<file path="src/rtl/ir_nec_pkg.sv">
// ir_nec_pkg: shared definitions for the NEC infrared transmitter.
//   - one-hot FSM state encoding
//   - default envelope timing in clk10KHz ticks (100 us each)
//   - frame size and counter widths
package ir_nec_pkg;

    typedef enum logic [5:0] {
        ST_IDLE   = 6'b000001,
        ST_LEAD_M = 6'b000010,
        ST_LEAD_S = 6'b000100,
        ST_BIT_M  = 6'b001000,
        ST_BIT_S  = 6'b010000,
        ST_STOP_M = 6'b100000
    } nec_state_t;

    localparam int DEF_LEAD_MARK  = 90;  // 9.0 ms
    localparam int DEF_LEAD_SPACE = 45;  // 4.5 ms
    localparam int DEF_BIT_MARK   = 6;
    localparam int DEF_ZERO_SPACE = 6;
    localparam int DEF_ONE_SPACE  = 17;

    localparam int NEC_FRAME_BITS = 32;
    localparam int CNT_W          = 7;   // holds 90-1
    localparam int IDX_W          = 5;   // 0..31

endpackage

</file>
<file path="src/rtl/ir_tick_timer.sv">
// ir_tick_timer: loadable down-counter that stops at zero.
//   clk10KHz : block clock
//   rst      : asynchronous active-low reset (counter -> 0)
//   load     : load load_val this cycle (takes priority over counting)
//   load_val : value loaded, i.e. (duration - 1)
//   zero     : counter currently reads 0
module ir_tick_timer #(
    parameter int CNT_W = 7
) (
    input  logic             clk10KHz,
    input  logic             rst,
    input  logic             load,
    input  logic [CNT_W-1:0] load_val,
    output logic             zero
);

    logic [CNT_W-1:0] cnt;

    always_ff @(posedge clk10KHz or negedge rst) begin
        if (!rst) begin
            cnt <= '0;
        end else if (load) begin
            cnt <= load_val;
        end else if (cnt != '0) begin
            cnt <= cnt - CNT_W'(1);
        end
    end

    assign zero = (cnt == '0);

endmodule

</file>
<file path="src/rtl/ir_nec_tx.sv">
// ir_nec_tx: NEC-protocol IR transmitter producing a mark/space envelope.
//   clk10KHz : block clock, 100 us tick
//   rst      : asynchronous active-low reset
//   start    : send request, sampled only while idle
//   addr/cmd : NEC address / command, latched when start is accepted
//   busy     : high while a frame is in progress
//   done     : one-cycle pulse as the frame completes
//   ir_env   : envelope, 1 = mark (carrier on), 0 = space
module ir_nec_tx
    import ir_nec_pkg::*;
#(
    parameter int LEAD_MARK  = DEF_LEAD_MARK,
    parameter int LEAD_SPACE = DEF_LEAD_SPACE,
    parameter int BIT_MARK   = DEF_BIT_MARK,
    parameter int ZERO_SPACE = DEF_ZERO_SPACE,
    parameter int ONE_SPACE  = DEF_ONE_SPACE
) (
    input  logic       clk10KHz,
    input  logic       rst,
    input  logic       start,
    input  logic [7:0] addr,
    input  logic [7:0] cmd,
    output logic       busy,
    output logic       done,
    output logic       ir_env
);

    localparam logic [CNT_W-1:0] LM_LOAD = CNT_W'(LEAD_MARK - 1);
    localparam logic [CNT_W-1:0] LS_LOAD = CNT_W'(LEAD_SPACE - 1);
    localparam logic [CNT_W-1:0] BM_LOAD = CNT_W'(BIT_MARK - 1);
    localparam logic [CNT_W-1:0] ZS_LOAD = CNT_W'(ZERO_SPACE - 1);
    localparam logic [CNT_W-1:0] OS_LOAD = CNT_W'(ONE_SPACE - 1);

    nec_state_t                state;
    logic [NEC_FRAME_BITS-1:0] shreg;
    logic [IDX_W-1:0]          bit_idx;
    logic                      t_load;
    logic [CNT_W-1:0]          t_val;
    logic                      t_zero;
    logic                      last_bit;

    assign last_bit = (bit_idx == IDX_W'(NEC_FRAME_BITS - 1));

    ir_tick_timer #(.CNT_W(CNT_W)) u_timer (
        .clk10KHz (clk10KHz),
        .rst      (rst),
        .load     (t_load),
        .load_val (t_val),
        .zero     (t_zero)
    );

    // Reload the timer on every state entry with (length - 1) of the state
    // being entered. BIT_S -> BIT_M and BIT_S -> STOP_M share the mark length.
    always_comb begin
        t_load = 1'b0;
        t_val  = '0;
        unique case (state)
            ST_IDLE: begin
                t_load = start;
                t_val  = LM_LOAD;
            end
            ST_LEAD_M: begin
                t_load = t_zero;
                t_val  = LS_LOAD;
            end
            ST_LEAD_S: begin
                t_load = t_zero;
                t_val  = BM_LOAD;
            end
            ST_BIT_M: begin
                t_load = t_zero;
                t_val  = shreg[0] ? OS_LOAD : ZS_LOAD;
            end
            ST_BIT_S: begin
                t_load = t_zero;
                t_val  = BM_LOAD;
            end
            default: begin
                t_load = 1'b0;
                t_val  = '0;
            end
        endcase
    end

    // Outputs are registered from the current state, so they follow the
    // state by one cycle: a frame accepted at edge T shows ir_env/busy from
    // T+1, and done fires on the first idle cycle after a busy one.
    always_ff @(posedge clk10KHz or negedge rst) begin
        if (!rst) begin
            state   <= ST_IDLE;
            shreg   <= '0;
            bit_idx <= '0;
            ir_env  <= 1'b0;
            busy    <= 1'b0;
            done    <= 1'b0;
        end else begin
            ir_env <= (state == ST_LEAD_M) || (state == ST_BIT_M) ||
                      (state == ST_STOP_M);
            busy   <= (state != ST_IDLE);
            done   <= (state == ST_IDLE) && busy;

            unique case (state)
                ST_IDLE: begin
                    if (start) begin
                        // LSB-first order on air: addr, ~addr, cmd, ~cmd
                        shreg   <= {~cmd, cmd, ~addr, addr};
                        bit_idx <= '0;
                        state   <= ST_LEAD_M;
                    end
                end
                ST_LEAD_M: if (t_zero) state <= ST_LEAD_S;
                ST_LEAD_S: if (t_zero) state <= ST_BIT_M;
                ST_BIT_M:  if (t_zero) state <= ST_BIT_S;
                ST_BIT_S: begin
                    if (t_zero) begin
                        shreg   <= shreg >> 1;
                        bit_idx <= bit_idx + IDX_W'(1);
                        state   <= last_bit ? ST_STOP_M : ST_BIT_M;
                    end
                end
                ST_STOP_M: if (t_zero) state <= ST_IDLE;
                default:   state <= ST_IDLE;
            endcase
        end
    end

endmodule

</file>
<file path="config.mk">
export PLATFORM = sky130hd
export DESIGN_NAME = ir_nec_tx
export DESIGN_NICKNAME = d
export VERILOG_FILES = /design/src/rtl/ir_nec_pkg.sv /design/src/rtl/ir_tick_timer.sv /design/src/rtl/ir_nec_tx.sv
export SDC_FILE = /design/constraint.sdc
export NUM_CORES = 1
export LEC_CHECK = 0
export CAP_MARGIN = 30
export CORE_UTILIZATION = 45
export CTS_BUF_LIST = sky130_fd_sc_hd__clkbuf_16
export DETAILED_ROUTE_END_ITERATION = 8
export GPL_TIMING_DRIVEN = 0
export PLACE_DENSITY_LB_ADDON = 0.2
export RECOVER_POWER = 50
export SLEW_MARGIN = 30
export SYNTH_ARGS = -nofsm -noshare
export SYNTH_HDL_FRONTEND = slang
export SYNTH_HIERARCHICAL = 1
export SYNTH_SLANG_ARGS = --single-unit
</file>
<file path="constraint.sdc">
create_clock -name clk10KHz -period 5.2 [get_ports clk10KHz]
set_input_delay 1.04 -clock clk10KHz [delete_from_list [all_inputs] [get_ports clk10KHz]]
set_output_delay 1.04 -clock clk10KHz [all_outputs]
set_load 0.05 [all_outputs]
</file>
==> flow_metrics.py, run 1 <==
metrics = {
    "floorplan": {
        "dieArea_um2": 7020,
        "initial_core_util": 0.471,
        "dieHeight_um": 83.8,
        "coreArea_um2": 6390,
        "rows": 29,
        "io_pins": 22,
        "die_w_um": 83.8,
    },
    "placement": {
        "place_congestion": 0.834,
        "hpwl_mm": 3.93,
        "port_buffers": 21,
    },
    "synthesis": {
        "ys_seq_elements": 53,
        "ys_seq_area_frac": 0.441,
        "postSynthAreaPerCell_um2": 11.9,
        "synth_cell_types": 56,
        "ys_warn_count": 6,
        "syn_inst": 252,
        "async_flop_share": 1.00,
        "yosys.area_share.simple": 0.0985,
        "yosysTopAreaCell": "dfrtp_1",
        "synth_edf_count": 0,
        "synth_top_family_by_area": "multiplexers",
        "yosys-mux-area-fraction": 0.256,
        "synth_compound_area_frac": 0.0927,
        "synth.top_cell.area_share": 0.432,
        "synth_nets": 275,
        "synth.most_common_cell": "dfrtp_1",
        "synthFlopType": "dfrtp_1",
        "synthAdderAreaFrac": 0.0166,
        "synth-xor-area-share": 0.0146,
        "yosys-top-cells-count": "dfrtp_1 (52), mux2i_1 (26), inv_1 (20), mux2_4 (19), mux2_2 (16)",
        "syn_area_um2": 3010,
        "synthTopCellsByArea": "dfrtp_1 (43%), mux2_4 (9.5%), mux2i_1 (8.6%), mux2_2 (6.0%), inv_1 (2.5%)",
    },
    "min_path": {
        "hp-start": "busy$_DFF_PN0_",
        "min_path_cells": 1,
        "worstHoldEndpoint": "done$_DFF_PN0_",
        "hold_class": "register to register",
    },
    "clock_network": {
        "post_cts_resize_count": 0,
        "root_buffer": "clkbuf_16",
        "h-tree-depth": 2,
        "cts.hold.buffers_added": 0,
        "tritoncts": "yes",
        "cts.sink_count": 53,
        "post_cts_buffers": 0,
        "path_clk_slew_ns": 0.07,
        "clock_insertion_delay_worst_skew_ns": 0.29,
        "cts_made_buffers": 5,
        "clockBufferDepth": 2,
    },
    "power_and_ir_drop": {
        "seqPwrFrac": 0.404,
        "power_density_nw_per_um2": 506,
        "peakVddDrop_mv": 0.285,
        "p_leak_nw": 1.50,
        "pwr-share-clk": 0.209,
        "p_int_mw": 1.18,
        "comb_power_share": 0.386,
        "p_sw_mw": 0.574,
        "power_mw": 1.76,
        "sw_frac_of_total": 0.327,
    },
    "worst_setup_path": {
        "worstSetupPathType": "input pin to async pin",
        "cp.required_ns": 5.18,
        "r2r-start": "u_timer/cnt[3]$_DFFE_PN0P_",
        "r2r_end": "u_timer/cnt[5]$_DFFE_PN0P_",
        "r2r_cells": 7,
        "path_buf_inv": 2,
        "path_max_fanout": 38,
        "arrival_ns": 3.23,
        "ff2ff_setup_slack_ns": 2.28,
        "worstSetupEndpointType": "async pin",
        "cp_cell_sequence": "clkbuf_1 -> clkbuf_1",
        "critPathMostFrequentCell": "clkbuf_1",
        "crit_family": "buffers and inverters",
        "slowest_delay_ns": 1.56,
        "cp-start-kind": "input pin",
        "cp_slowest_cell": "clkbuf_1",
    },
    "route": {
        "drc_errors": 0,
        "first_pass_iters": 4,
        "drtAntennaViolNets": 0,
        "drt_wl_total_mm": 5.71,
        "vias_per_cell": 5.54,
        "vias": 1983,
        "dr.first_iter.drc_count": 104,
        "wl_per_cell_um": 15.9,
    },
    "grt": {
        "antenna_found_initial": 0,
        "gr-usage-all-layers": 0.178,
        "grt-ovfl-total": 0,
        "grt_pass1_vias": 2070,
        "grt_pass1_wl_mm": 10.0,
        "grt_start_max_net_pins": 39,
    },
    "layout": {
        "area_growth_pct": 15.4,
        "drive_above_1_share": 0.228,
        "diodes": 0,
        "fill_cells": 553,
        "nets": 304,
    },
    "sta": {
        "finalHoldViolations": 0,
        "slew_viol_final": 39,
        "final-setup-viol-count": 0,
        "tightest_slew_ns": 2.08,
        "fin_skew_ns": 0.00523,
        "finalCriticalPeriod_ns": 3.25,
        "fin_tns_setup_ns": 0,
        "fin_crit_sh": 0.624,
        "max_freq_ghz": 0.308,
        "rsz0062_at_grt": "false",
        "relSlewSlack": -0.388,
    },
    "run_status": {
        "status": "finished, violations left",
        "violations": "capacitance limit, slew limit",
    },
    "run": {
        "maxCapViolations": 1,
    },
}
==> through the flow <==
step                std cells  hold WS, ns   util  area, um^2  setup slack (ns)
floorplan                 252        0.452      -        3010              2.83
global placement          350        0.466  0.519        3320              1.39
detailed placement        351        0.477  0.522        3330              2.33
CTS                       358        0.493  0.547        3490              2.29
global route              358        0.518  0.544        3470              1.38
finish                    358        0.488  0.544        3470              1.95
==> routing by layer <==
metal  global-route usage  share of wire
met4               0.0478         0.0089
met1                0.248           0.48
met3               0.0297          0.024
met2                0.288           0.48
met5                    0              0
==> layout make-up <==
cell class                 instances  area (um^2)  area share
tap                               77         96.3      0.0277
timing repair buffer              22          208      0.0598
clock buffer                       5          125      0.0360
buffer                            16          163      0.0468
inverter                          20         75.1      0.0216
multi-input combinational        163         1440       0.416
clock inverter                     2         35.0      0.0101
sequential                        53         1330       0.382
==> how the worst max path moves through the flow <==
stage	startpoint	end	cells after the start
2_1_floorplan	u_timer/cnt[3]$_DFFE_PN0P_	u_timer/cnt[5]$_DFFE_PN0P_	7
3_3_place_gp	rst	shreg[19]$_DFFE_PN0P_	1
3_5_place_dp	u_timer/cnt[3]$_DFFE_PN0P_	u_timer/cnt[5]$_DFFE_PN0P_	7
4_1_cts	u_timer/cnt[3]$_DFFE_PN0P_	u_timer/cnt[5]$_DFFE_PN0P_	7
5_1_grt	rst	shreg[31]$_DFFE_PN0P_	2
6_report	rst	shreg[20]$_DFFE_PN0P_	2
==> power groups by stage <==
stage | clock (mW) | sequential [mW] | combinational (mW)
after floorplan | 0 | 0.712 | 0.517
after global placement | 0 | 0.707 | 0.664
after detailed placement | 0 | 0.714 | 0.678
after CTS | 0.380 | 0.709 | 0.686
after global routing | 0.394 | 0.733 | 0.747
final | 0.368 | 0.711 | 0.679
==> flip-flops by register name (all words and copies together) (netlist names) <==
register     flops
bit_idx          5
u_timer/cnt      7
shreg           32
busy             1
state            6
done             1
ir_env           1
==> cell usage in the layout, fill, tap and decap left out, drive strengths merged, types with 2 or more instances in the layout <==
master         instances
mux2                  39
nand3                  5
and2                   2
nor2                  11
nand2b                 3
a21oi                  4
xor2                   2
inv                   20
nor3b                  2
o31ai                  4
xnor2                  3
a32o                   2
and3                   2
nor4                   3
o21ai                  9
nor2b                  2
dfrtp                 52
buf                   13
ha                     4
a221oi                 2
clkdlybuf4s50         20
nor3                   3
clkbuf                10
a22o                   2
a31oi                  3
or4                    2
o22ai                  2
mux2i                 26
o211ai                 2
nand2                  9
==> logic make-up (layout without fill, tap and decap cells) <==
group,count (synthesis),in the layout
AO/OA/AOI/OAI,39,39
XOR/XNOR,5,5
adder cells (fa/ha/maj),4,4
buffers and inverters,36,65
flip-flops,53,53
multiplexers,65,65
other,1,1
AND/OR/NAND/NOR,49,49
Note: power is estimated with default switching activity, not from simulation.
==> inputs of run 2 (changes only) <==
==> constraint.sdc (replaced) <==
create_clock -name clk10KHz -period 2.8 [get_ports clk10KHz]
set_input_delay 0.56 -clock clk10KHz [delete_from_list [all_inputs] [get_ports clk10KHz]]
set_output_delay 0.56 -clock clk10KHz [all_outputs]
set_load 0.05 [all_outputs]
==> run 2 against run 1 <==
  * The flow now finishes without violations
  * Clock-buffer cell count unchanged
  * Die area is the same
  * Via count shrank 0.30%
  * Combinational power grew 86%
  * Sequential power increased by 86%
  * Critical endpoint is now u_timer/cnt[5]$_DFFE_PN0P_
  * Largest cell class unchanged
  * Highest routed layer unchanged
==> flow_metrics.py, run 2 (synthesized netlist as in run 1, its figures left out) <==
metrics = {
    "sta": {
        "slew_viol_final": 0,
        "fin_crit_sh": 0.937,
        "relSlewSlack": 0.357,
        "rsz0062_at_grt": "false",
        "finalHoldViolations": 0,
        "final-setup-viol-count": 0,
        "max_freq_ghz": 0.381,
        "hold_ws_ns": 0.350,
        "finalCriticalPeriod_ns": 2.62,
        "tightest_slew_ns": 0.964,
        "fin_skew_ns": 0.00524,
    },
    "floorplan": {
        "io_pins": 22,
        "initial_core_util": 0.471,
        "coreArea_um2": 6390,
        "rows": 29,
        "die_w_um": 83.8,
        "dieHeight_um": 83.8,
        "dieArea_um2": 7020,
    },
    "route": {
        "drt_wl_total_mm": 5.71,
        "drtAntennaViolNets": 0,
        "drc_errors": 0,
        "vias_per_cell": 5.52,
        "dr.first_iter.drc_count": 97,
        "vias": 1977,
        "wl_per_cell_um": 15.9,
        "first_pass_iters": 4,
    },
    "grt": {
        "antenna_found_initial": 0,
        "grt-ovfl-total": 0,
        "gr-usage-all-layers": 0.178,
        "grt_pass1_wl_mm": 10.0,
        "grt_start_max_net_pins": 39,
        "grt_pass1_vias": 2070,
    },
    "clock_network": {
        "cts_made_buffers": 5,
        "path_clk_slew_ns": 0.06,
        "h-tree-depth": 2,
        "clockBufferDepth": 2,
        "cts.sink_count": 53,
        "post_cts_buffers": 0,
        "root_buffer": "clkbuf_16",
        "clock_insertion_delay_worst_skew_ns": 0.29,
        "tritoncts": "yes",
    },
    "layout": {
        "drive_above_1_share": 0.238,
        "diodes": 0,
        "seq_area_um2": 1330,
        "fill_cells": 552,
        "nets": 304,
        "layout_common_cells": "dfrtp_1 (52), mux2i_1 (26), inv_1 (20), clkdlybuf4s50_1 (20), mux2_4 (19)",
        "design_area_um2": 3480,
        "final_common_cell": "dfrtp_1",
        "top_register": "shreg",
        "largest_register_ffs": 32,
        "multi_input_area_um2": 1450,
        "area_growth_pct": 15.6,
        "reg_top3": "shreg x32, u_timer/cnt x7, state x6",
    },
    "run_status": {
        "status": "finished, final reports clean",
    },
    "power_and_ir_drop": {
        "peakVddDrop_mv": 0.532,
        "pwr-share-clk": 0.209,
        "p_leak_nw": 1.51,
        "comb_power_share": 0.387,
        "p_sw_mw": 1.07,
        "p_int_mw": 2.20,
        "power_density_nw_per_um2": 939,
        "sw_frac_of_total": 0.327,
        "seqPwrFrac": 0.404,
        "power_mw": 3.27,
    },
    "worst_setup_path": {
        "cp-start-kind": "register",
        "worstSetupPathType": "register to register",
        "arrival_ns": 2.84,
        "cp.required_ns": 3.01,
        "path_max_fanout": 10,
        "worstSetupEndpointType": "register",
    },
    "placement": {
        "port_buffers": 21,
        "placed_cell_area_um2": 3330,
        "place_congestion": 0.834,
        "hpwl_mm": 3.93,
    },
    "run": {
        "maxCapViolations": 0,
    },
    "min_path": {
        "hold_class": "input pin to async pin",
    },
}
[run 2: cell counts in the layout (fill, tap and decap cells not counted)]
No cell type changed its count.
[run 2: cell type report]
| class | instances | area share |
|---|---|---|
| Buffer | 16 | 0.0471 |
| Sequential cell | 53 | 0.382 |
| Multi-Input combinational cell | 163 | 0.416 |
| Clock inverter | 2 | 0.0101 |
| Inverter | 20 | 0.0216 |
| Tap cell | 77 | 0.0277 |
| Clock buffer | 5 | 0.0360 |
| Timing Repair Buffer | 22 | 0.0601 |
[run 2: power by group through the flow]
stage | Clock, mW | Combinational [mW] | Sequential [mW]
finish | 0.683 | 1.26 | 1.32
global route | 0.731 | 1.39 | 1.36
CTS | 0.705 | 1.28 | 1.32
detailed placement | 0 | 1.26 | 1.33
global placement | 0 | 1.23 | 1.31
floorplan | 0 | 0.959 | 1.32
[run 2: timing repair]
| item | CTS | global route |
|---|---|---|
| hold buffers | 0 | 0 |
| setup endpoints to repair | 5 | 6 |
| gates resized for setup | 1 | 2 |
[run 2: path summary, 6_finish.rpt]
check	startpoint	to	slack, ns	cells after the start
hold reg to reg	busy$_DFF_PN0_	done$_DFF_PN0_	0.49	1
min in group clk10KHz	busy$_DFF_PN0_	done$_DFF_PN0_	0.49	1
max in group asynchronous	rst	shreg[20]$_DFFE_PN0P_	1.02	2
hold / removal	rst	u_timer/cnt[0]$_DFFE_PN0P_	0.35	1
setup reg to reg	u_timer/cnt[3]$_DFFE_PN0P_	u_timer/cnt[5]$_DFFE_PN0P_	0.18	7
setup / recovery	u_timer/cnt[3]$_DFFE_PN0P_	u_timer/cnt[5]$_DFFE_PN0P_	0.18	7
[run 2: worst max-delay path: stages (launching register included)]
cell      delay, ns
dfrtp_1        0.44
or4_4          0.59
nor2_2         0.31
clkbuf_2       0.30
a31o_2         0.24
clkbuf_1       0.37
a41oi_1        0.11
a21oi_1        0.18
[run 2: metrics by stage]
step	instances	util	setup TNS, ns	setup slack, ns
6_report	358	0.545	0	0.176
5_1_grt	358	0.545	0	0.00734
4_1_cts	358	0.547	0	0.0259
3_5_place_dp	351	0.522	-0.148	-0.0695
3_3_place_gp	350	0.519	-27.38	-0.527
2_1_floorplan	252	-	0	0.433
[run 2: routing by layer]
metal	vias to the layer above	track usage	share of wire
li1	955	-	-
met1	988	0.248	0.48
met2	28	0.288	0.49
met3	6	0.0297	0.023
met4	0	0.0478	0.0089
met5	-	0	0
